`src/rtl/bus_pkg.sv`:
```
// Shared types and constants for the two-master bus arbiter.
package bus_pkg;

    typedef enum logic [1:0] {
        IDLE   = 2'd0,
        ACCESS = 2'd1,
        DONE   = 2'd2
    } state_t;

    localparam int unsigned TIMEOUT_DEFAULT = 255;
    localparam logic [31:0] ERR_RDATA       = 32'h0000_0000;

endpackage

```
`src/rtl/rr_pick.sv`:
```
// Two-way round-robin selection: one-hot pick of the requester, favouring
// the master that was not granted last when both ask at once.
module rr_pick (
    input  logic [1:0] req,
    input  logic       last,
    output logic [1:0] pick
);

    always_comb begin
        pick = 2'b00;
        if (req == 2'b11) begin
            pick = last ? 2'b01 : 2'b10;
        end else begin
            pick = req;
        end
    end

endmodule

```
`src/rtl/bus_arbiter.sv`:
```
// Arbitrates two masters onto one memory port; one transfer at a time with a
// timeout that completes the transfer with an error flag.
module bus_arbiter
    import bus_pkg::*;
#(
    parameter int unsigned TIMEOUT = TIMEOUT_DEFAULT
) (
    input  logic        clock,
    input  logic        reset,
    input  logic        m0_req,
    input  logic        m0_write,
    input  logic [31:0] m0_addr,
    input  logic [31:0] m0_wdata,
    output logic [31:0] m0_rdata,
    output logic        m0_ack,
    output logic        m0_err,
    input  logic        m1_req,
    input  logic        m1_write,
    input  logic [31:0] m1_addr,
    input  logic [31:0] m1_wdata,
    output logic [31:0] m1_rdata,
    output logic        m1_ack,
    output logic        m1_err,
    output logic        mem_req,
    output logic        mem_write,
    output logic [31:0] mem_addr,
    output logic [31:0] mem_wdata,
    input  logic [31:0] mem_rdata,
    input  logic        mem_ack,
    output logic [1:0]  grant
);

    // The counter value seen on the last allowed no-ack ACCESS cycle.
    localparam logic [7:0] WAIT_LAST = 8'(TIMEOUT - 1);

    state_t      state_q;
    logic [1:0]  grant_q;
    logic        last_q;
    logic [7:0]  wait_q;
    logic        mem_req_q;
    logic        mem_write_q;
    logic [31:0] mem_addr_q;
    logic [31:0] mem_wdata_q;
    logic [1:0]  ack_q;
    logic [1:0]  err_q;
    logic [31:0] m0_rdata_q;
    logic [31:0] m1_rdata_q;

    logic [1:0]  pick_d;
    logic        write_d;
    logic [31:0] addr_d;
    logic [31:0] wdata_d;
    logic [31:0] rdata_d;

    rr_pick u_rr_pick (
        .req  ({m1_req, m0_req}),
        .last (last_q),
        .pick (pick_d)
    );

    assign write_d = pick_d[1] ? m1_write : m0_write;
    assign addr_d  = pick_d[1] ? m1_addr  : m0_addr;
    assign wdata_d = pick_d[1] ? m1_wdata : m0_wdata;
    assign rdata_d = mem_write_q ? 32'h0 : mem_rdata;

    always_ff @(posedge clock or posedge reset) begin
        if (reset) begin
            state_q     <= IDLE;
            grant_q     <= 2'b00;
            last_q      <= 1'b1;
            wait_q      <= 8'd0;
            mem_req_q   <= 1'b0;
            mem_write_q <= 1'b0;
            mem_addr_q  <= 32'h0;
            mem_wdata_q <= 32'h0;
            ack_q       <= 2'b00;
            err_q       <= 2'b00;
            m0_rdata_q  <= 32'h0;
            m1_rdata_q  <= 32'h0;
        end else begin
            case (state_q)
                IDLE: begin
                    if (pick_d != 2'b00) begin
                        grant_q     <= pick_d;
                        mem_req_q   <= 1'b1;
                        mem_write_q <= write_d;
                        mem_addr_q  <= addr_d;
                        mem_wdata_q <= wdata_d;
                        wait_q      <= 8'd0;
                        state_q     <= ACCESS;
                    end
                end
                ACCESS: begin
                    // mem_ack takes priority over an expiring wait counter.
                    if (mem_ack || (wait_q == WAIT_LAST)) begin
                        ack_q       <= grant_q;
                        err_q       <= mem_ack ? 2'b00 : grant_q;
                        m0_rdata_q  <= (grant_q[0] && mem_ack) ? rdata_d : ERR_RDATA;
                        m1_rdata_q  <= (grant_q[1] && mem_ack) ? rdata_d : ERR_RDATA;
                        last_q      <= grant_q[1];
                        mem_req_q   <= 1'b0;
                        mem_write_q <= 1'b0;
                        mem_addr_q  <= 32'h0;
                        mem_wdata_q <= 32'h0;
                        state_q     <= DONE;
                    end else begin
                        wait_q <= wait_q + 8'd1;
                    end
                end
                DONE: begin
                    ack_q      <= 2'b00;
                    err_q      <= 2'b00;
                    m0_rdata_q <= 32'h0;
                    m1_rdata_q <= 32'h0;
                    grant_q    <= 2'b00;
                    state_q    <= IDLE;
                end
                default: begin
                    state_q <= IDLE;
                end
            endcase
        end
    end

    assign grant     = grant_q;
    assign mem_req   = mem_req_q;
    assign mem_write = mem_write_q;
    assign mem_addr  = mem_addr_q;
    assign mem_wdata = mem_wdata_q;
    assign m0_ack    = ack_q[0];
    assign m1_ack    = ack_q[1];
    assign m0_err    = err_q[0];
    assign m1_err    = err_q[1];
    assign m0_rdata  = m0_rdata_q;
    assign m1_rdata  = m1_rdata_q;

endmodule

```
`config.mk`:
```
export PLATFORM = sky130hd
export DESIGN_NAME = bus_arbiter
export DESIGN_NICKNAME = d
export VERILOG_FILES = /design/src/rtl/bus_pkg.sv /design/src/rtl/rr_pick.sv /design/src/rtl/bus_arbiter.sv
export SDC_FILE = /design/constraint.sdc
export NUM_CORES = 1
export LEC_CHECK = 0
export BUFFER_PORTS_ARGS = -buffer_cell sky130_fd_sc_hd__buf_2
export CAP_MARGIN = 30
export CORE_ASPECT_RATIO = 1.4
export CORE_MARGIN = 5
export CORE_UTILIZATION = 31
export DETAILED_ROUTE_END_ITERATION = 10
export PLACE_DENSITY = 0.65
export SYNTH_ARGS = -nofsm -noshare
export SYNTH_HDL_FRONTEND = slang
export SYNTH_SLANG_ARGS = --single-unit
```
`constraint.sdc`:
```
create_clock -name clock -period 8.25 [get_ports clock]
set_input_delay 0.4125 -clock clock [delete_from_list [all_inputs] [get_ports clock]]
set_output_delay 0.4125 -clock clock [all_outputs]
set_load 0.01 [all_outputs]
```
==> impl_results.md, run 1 <==
- Tot Pwr: ~3.3 mW
- Synthesis-stage register bit count: around 150
- Final Hold Viols: 0
- CP Launch Type: register
- Post-CTS setup buffers: 0
- Met3 wire length: approximately 1300 microns
- Count leader, synth: dfrtp_1
- Die ar.: between 20000 and 30000 sq um
- Core box area: ~22000 sq um
- Port Buffers: roughly 300
- CP arrival: ~3.1 ns
- Flop2flop setup slack: approximately 5.4 ns
- GR Util All Layers: about 16%
- Synth Instances: ~750
- Min-delay worst type: input port to register
- Min Clock Period, post-route: between 2 and 3 ns
- I/O Pins: just over 300
- Worst setup path endpoint: grant[1]
- Final setup violation count: 0
- Ys flop type: dfrtp_1
- Sequential area share after synthesis: a little over half
- WL met2: 10500 microns
- Vias/cell: roughly 4.8
- Initial antenna violation count: 2
- VDD IR max: between 100 and 150 uV
- Vias in the first global route: ~6400
- Htree depth: 4
- Insertion delay to the later sink of the worst-skew pair: between 0.4 and 0.5 ns
- Layout Nets: roughly 1200
- Wl on met1: slightly above 8000 microns
- Async SR Flop Fraction: 100%
- DR WL/cell: 15.3 microns
- Max frequency: between 300 and 400 MHz
- Worst Reg-to-Reg Cells: 6
- Die Ht: approximately 190 microns
- Vias: roughly 6400
- Grt total ovfl: 0
- Total wire length: approximately 20000 microns
- FP Rows: 65
- # DRC: 0
- Synth cell types: 38
- Initial core utilization: about a third
- P_leak: between 4 and 5 nW
- Commonest cells post-synth: dfrtp_1 (146), nand2_1 (137), mux2i_1 (70)
- Num CTS Buffers: 17
- Period utilization: between 30% and 40%
- Top Metal Used: met4
- Yosys warns: 0
- Yosys top cell area share: ~52%
- Largest area contributor in the netlist: dfrtp_1
- Max Root-Sink Buffers: 2
- Starting DRC count in detailed routing: roughly 320
- Reg2reg end: grant[1]
- RSZ-0062 raised after global routing: no
- Synth top area cells: dfrtp_1 (52%), mux2i_1 (9.9%), nand2_1 (7.3%), o22ai_1 (5.9%), o21ai_0 (4.9%)
- Least-Margin Pin Slew: around 1.0 ns
- Post-DP HPWL: around 14000 microns
- CP Class: register to register
- PwrDens: 356 nW/um^2
- Critical Path Sink Type: register
- Worst-path clk slew: about 0.060 ns
- Crit path from: state_q[0]
- Post-synth EDFFs: 0
- Final WS setup: around 5.4 ns
- DRT Pass-1 Iters: 4
- Max Clock Skew: about 0.013 ns
- Fraction of layout cells with a size suffix above 1: between 30% and 40%
- Reg2reg start: state_q[0]
- ANT nets after route: 0
- Sink Count: 147
- HP Start: m0_addr[13]
- Netlist Area Pre-Place: approximately 7000 sq um
- Syn nets: about 920
- Chip width: around 140 microns
- Final core utilization: a little over two fifths
- Setup TNS: 0 ns
- Routability congestion estimate: 0.758
- Syn avg cell area: ~9.4 sq um
- Pin count of the biggest net entering global routing: just over 100
- Max Cap Viol: 0
- Root buffer cell: clkbuf_16
- Fin. max-slew vios: 0
- Worst-path fanout max: 87
- Slew HR: 32.6%
- Layout area overhead: 33.1%
- Worst EP required: approximately 8.5 ns
- First-pass GRT wire length: 32600 microns
- CTS tree: yes
- Status: finished, final reports clean
- Place WS: 5.40 ns
[per-stage QoR]
| step | instance area [sq um] | std cells | hold slack (ns) |
|---|---|---|---|
| 2_1_floorplan | 7050 | 749 | 0.507 |
| 3_3_place_gp | 8750 | 1298 | 0.493 |
| 3_5_place_dp | 8770 | 1299 | 0.505 |
| 4_1_cts | 9340 | 1331 | 0.243 |
| 5_1_grt | 9380 | 1335 | 0.291 |
| 6_report | 9380 | 1335 | 0.308 |
[cell usage in the layout, fill, tap and decap left out, types with 4 or more instances in the layout]
cell and count:
o22ai_1 66, a21oi_1 47, clkbuf_16 17, or3_1 4, buf_4 10, dfrtp_1 145
nand3_1 12, clkinv_2 4, nand4_1 20, buf_2 302, nor2b_1 13, o21ai_0 69
nand2b_1 27, nor2_1 42, nand2_1 137, inv_1 5, mux2i_1 70
[per-layer routing]
metal / track usage [%] / up-vias
li1: - / 3157
met1: 18.5 / 2955
met2: 27.0 / 236
met3: 3.87 / 24
met4: 5.30 / 0
met5: 0 / -
[worst min path at each step]
stage	to	slack (ns)	depth (start not counted)
after floorplan	wait_q[7]	0.51	1
after global placement	m0_rdata[5]	0.49	2
after detailed placement	m1_rdata[5]	0.51	2
after CTS	m1_rdata[13]	0.24	2
after global routing	mem_addr[8]	0.29	3
final	mem_addr[13]	0.31	3
[power breakdown]
part / leakage (nW) / switching [mW] / internal [mW]
combinational: 2.52 / 0.764 / 0.521
sequential: 1.93 / 0.270 / 1.03
clock: 0.280 / 0.311 / 0.440
[critical path: stages, from the launching register on]
cell and delay, ns:
dfrtp_2 1.03, nor2_4 0.12, o21ai_4 0.09, buf_4 0.45, buf_4 0.69, nand2b_1 0.19, nand2_1 0.05
[flip-flops by register name, indices dropped and copies added, names as in the netlist]
register and flops:
wait_q 8, mem_write 1, mem_req 1, m0_rdata 32, last_q 1, err_q 2
m1_rdata 32, grant 2, state_q 2, mem_wdata 32, ack_q 2, mem_addr 32
[timing repair]
item,CTS,global route
gates resized for setup,0,0
hold buffers,0,1
endpoints found under the hold margin,0,6
[cell families after synthesis]
family / synth area share (%)
AND/OR/NAND/NOR: 17.5
AO/OA/AOI/OAI: 15.1
flip-flops: 52.2
multiplexers: 10.3
buffers and inverters: 4.46
adder cells (fa/ha/maj): 0.355
[area by class of cell]
type	count	area (sq um)
repair buffers	315	1640
multi-input cells	532	3080
diodes	2	5.00
flip-flops and latches	147	3680
well taps	301	377
inverters	6	27.5
clock buffers	21	470
clock inverters	11	100
fillers	2222	13100
(Power assumes the default switching activity.)
==> run 2: changes to the inputs <==
--- a/config.mk
+++ b/config.mk
@@ -11,7 +11,7 @@
 export CORE_MARGIN = 5
 export CORE_UTILIZATION = 31
 export DETAILED_ROUTE_END_ITERATION = 10
-export PLACE_DENSITY = 0.65
+export PLACE_DENSITY = 0.67
 export SYNTH_ARGS = -nofsm -noshare
 export SYNTH_HDL_FRONTEND = slang
 export SYNTH_SLANG_ARGS = --single-unit
==> constraint.sdc (replaced) <==
create_clock -name clock -period 2.4 [get_ports clock]
set_input_delay 0.12 -clock clock [delete_from_list [all_inputs] [get_ports clock]]
set_output_delay 0.12 -clock clock [all_outputs]
set_load 0.01 [all_outputs]
==> impl_results.md, run 2 (same netlist as run 1, synthesis figures left out) <==
- CP Class: register to register
- Max Clock Skew: 0.0114 ns (-0.00110 ns)
- Status: finished, final reports clean
- Most frequent cells in the layout: buf_2 (302), dfrtp_1 (145), nand2_1 (137)
- Vias: 6450 (+1.2%)
- P_leak: 4.83 nW (+2.0%)
- Tot Pwr: 11.7 mW (+250%)
- Least-Margin Pin Slew: 0.993 ns (-0.0170 ns)
- ANT nets after route: 0 (unchanged)
- Max Cap Viol: 0 (unchanged)
- FP Rows: 65 (unchanged)
- Insertion delay to the later sink of the worst-skew pair: 0.41 ns (about the same)
- VDD IR max: 599 uV (+320%)
- Slew HR: 33.8% (+1.1 points)
- Min Clock Period, post-route: 2.04 ns (-0.797 ns)
- Initial core utilization: 31.4% (unchanged)
- I/O Pins: 303 (unchanged)
- Reg2reg start: last_q
- Critical Path Sink Type: register
- CP arrival: 2.33 ns (-0.79 ns)
- Fin. max-slew vios: 0 (unchanged)
- Starting DRC count in detailed routing: 181 (-44%)
- DP Area: 8910 sq um (+1.6%)
- Min-delay worst type: input port to register
- Max Root-Sink Buffers: 2 (unchanged)
- Total wire length: 20900 microns (+2.3%)
- Root buffer cell: clkbuf_16
- Post-DP HPWL: 14600 microns (+2.6%)
- Chip width: 137 microns (unchanged)
- Pin count of the biggest net entering global routing: 148 (+44%)
- Fraction of layout cells with a size suffix above 1: 34.9% (about the same)
- Routability congestion estimate: 0.810 (+6.8%)
- Die ar.: 25900 sq um (unchanged)
- Post-CTS setup buffers: 0 (unchanged)
- Final Hold Viols: 0 (unchanged)
- Port Buffers: 302 (unchanged)
- Final setup violation count: 0 (unchanged)
- Hold_ws: 0.0225 ns (-0.285 ns)
- Finished Cell Area: 9600 sq um (+2.4%)
- Hold bufs inserted after CTS: 8 (+8)
- Layout area overhead: 36.2%
- Commonest non-fill, non-tap cell in the layout: buf_2
- Layout Nets: 1205 (+1.4%)
- Vias in the first global route: 6590 (+2.7%)
- Setup TNS: 0 ns (unchanged)
- DR WL/cell: 15.5 microns (+1.3%)
- DRT Pass-1 Iters: 4 (unchanged)
- # DRC: 0 (unchanged)
- PwrDens: 1220 nW/um^2 (+240%)
- RSZ-0062 raised after global routing: no
- CTS tree: yes
- Die Ht: 188 microns (unchanged)
- Initial antenna violation count: 2 (unchanged)
- First-pass GRT wire length: 33800 microns (+3.8%)
- CP Launch Type: register
- HP Start: m0_wdata[19]
- Num CTS Buffers: 17 (unchanged)
- Max frequency: 491 MHz (+39%)
- Worst-path clk slew: 0.06 ns (about the same)
- GR Util All Layers: 16.2% (+0.68 points)
- Post-cts sizing count: 0 (unchanged)
- Worst-path fanout max: 22 (-75%)
- Vias/cell: 4.78 (+0.25%)
- Core box area: 22400 sq um (unchanged)
- Sink Count: 147 (unchanged)
- Worst EP required: 2.69 ns (-5.85 ns)
- Htree depth: 4 (unchanged)
- Crit path from: last_q
- Grt total ovfl: 0 (unchanged)
- Period utilization: 84.8% (+51 points)
-- run 2: worst max-delay path, cell delays in order (launching register included) --
cell,delay [ns]
dfstp_2,0.39
a21boi_4,0.44
buf_12,0.27
mux2i_1,0.19
dlygate4sd3_1,0.55
o22ai_1,0.07
-- run 2: final timing paths --
| kind | slack, ns | end | depth (start not counted) |
|---|---|---|---|
| max in group asynchronous | 1.09 | state_q[0] | 4 |
| min reg2reg | 0.52 | m0_rdata[29] | 2 |
| min | 0.02 | mem_wdata[19] | 3 |
| max reg2reg | 0.36 | mem_addr[10] | 5 |
| min in group asynchronous | 0.38 | m0_rdata[23] | 4 |
| max | 0.36 | mem_addr[10] | 5 |
-- run 2: power by group --
| part | internal, mW | total (mW) | switching [mW] |
|---|---|---|---|
| clock | 1.65 | 2.66 | 1.02 |
| combinational | 1.92 | 4.71 | 2.79 |
| sequential | 3.54 | 4.36 | 0.818 |
-- run 2: routing by layer --
metal	global-route usage, %	part of all wire [%]	vias to the layer above
li1	-	-	3199
met4	5.38	1.9	2
met2	28.0	52	214
met5	0	0.033	-
met1	19.8	40	3009
met3	3.71	6.2	26
-- run 2: stage by stage --
stage	setup slack, ns	std cells	util, %
4_1_cts	0.335	1345	42.6
3_3_place_gp	0.470	1308	39.7
2_1_floorplan	0.434	749	-
6_report	0.364	1348	42.8
5_1_grt	0.264	1348	42.8
3_5_place_dp	0.444	1308	39.7
-- run 2: layout make-up --
type,instances,area [sq um]
repair buffers,332,1860
well taps,301,377
clock buffers,20,447
clock inverters,9,134
flip-flops and latches,147,3680
diodes,1,2.50
inverters,6,26.3
fillers,2195,12800
multi-input cells,532,3080
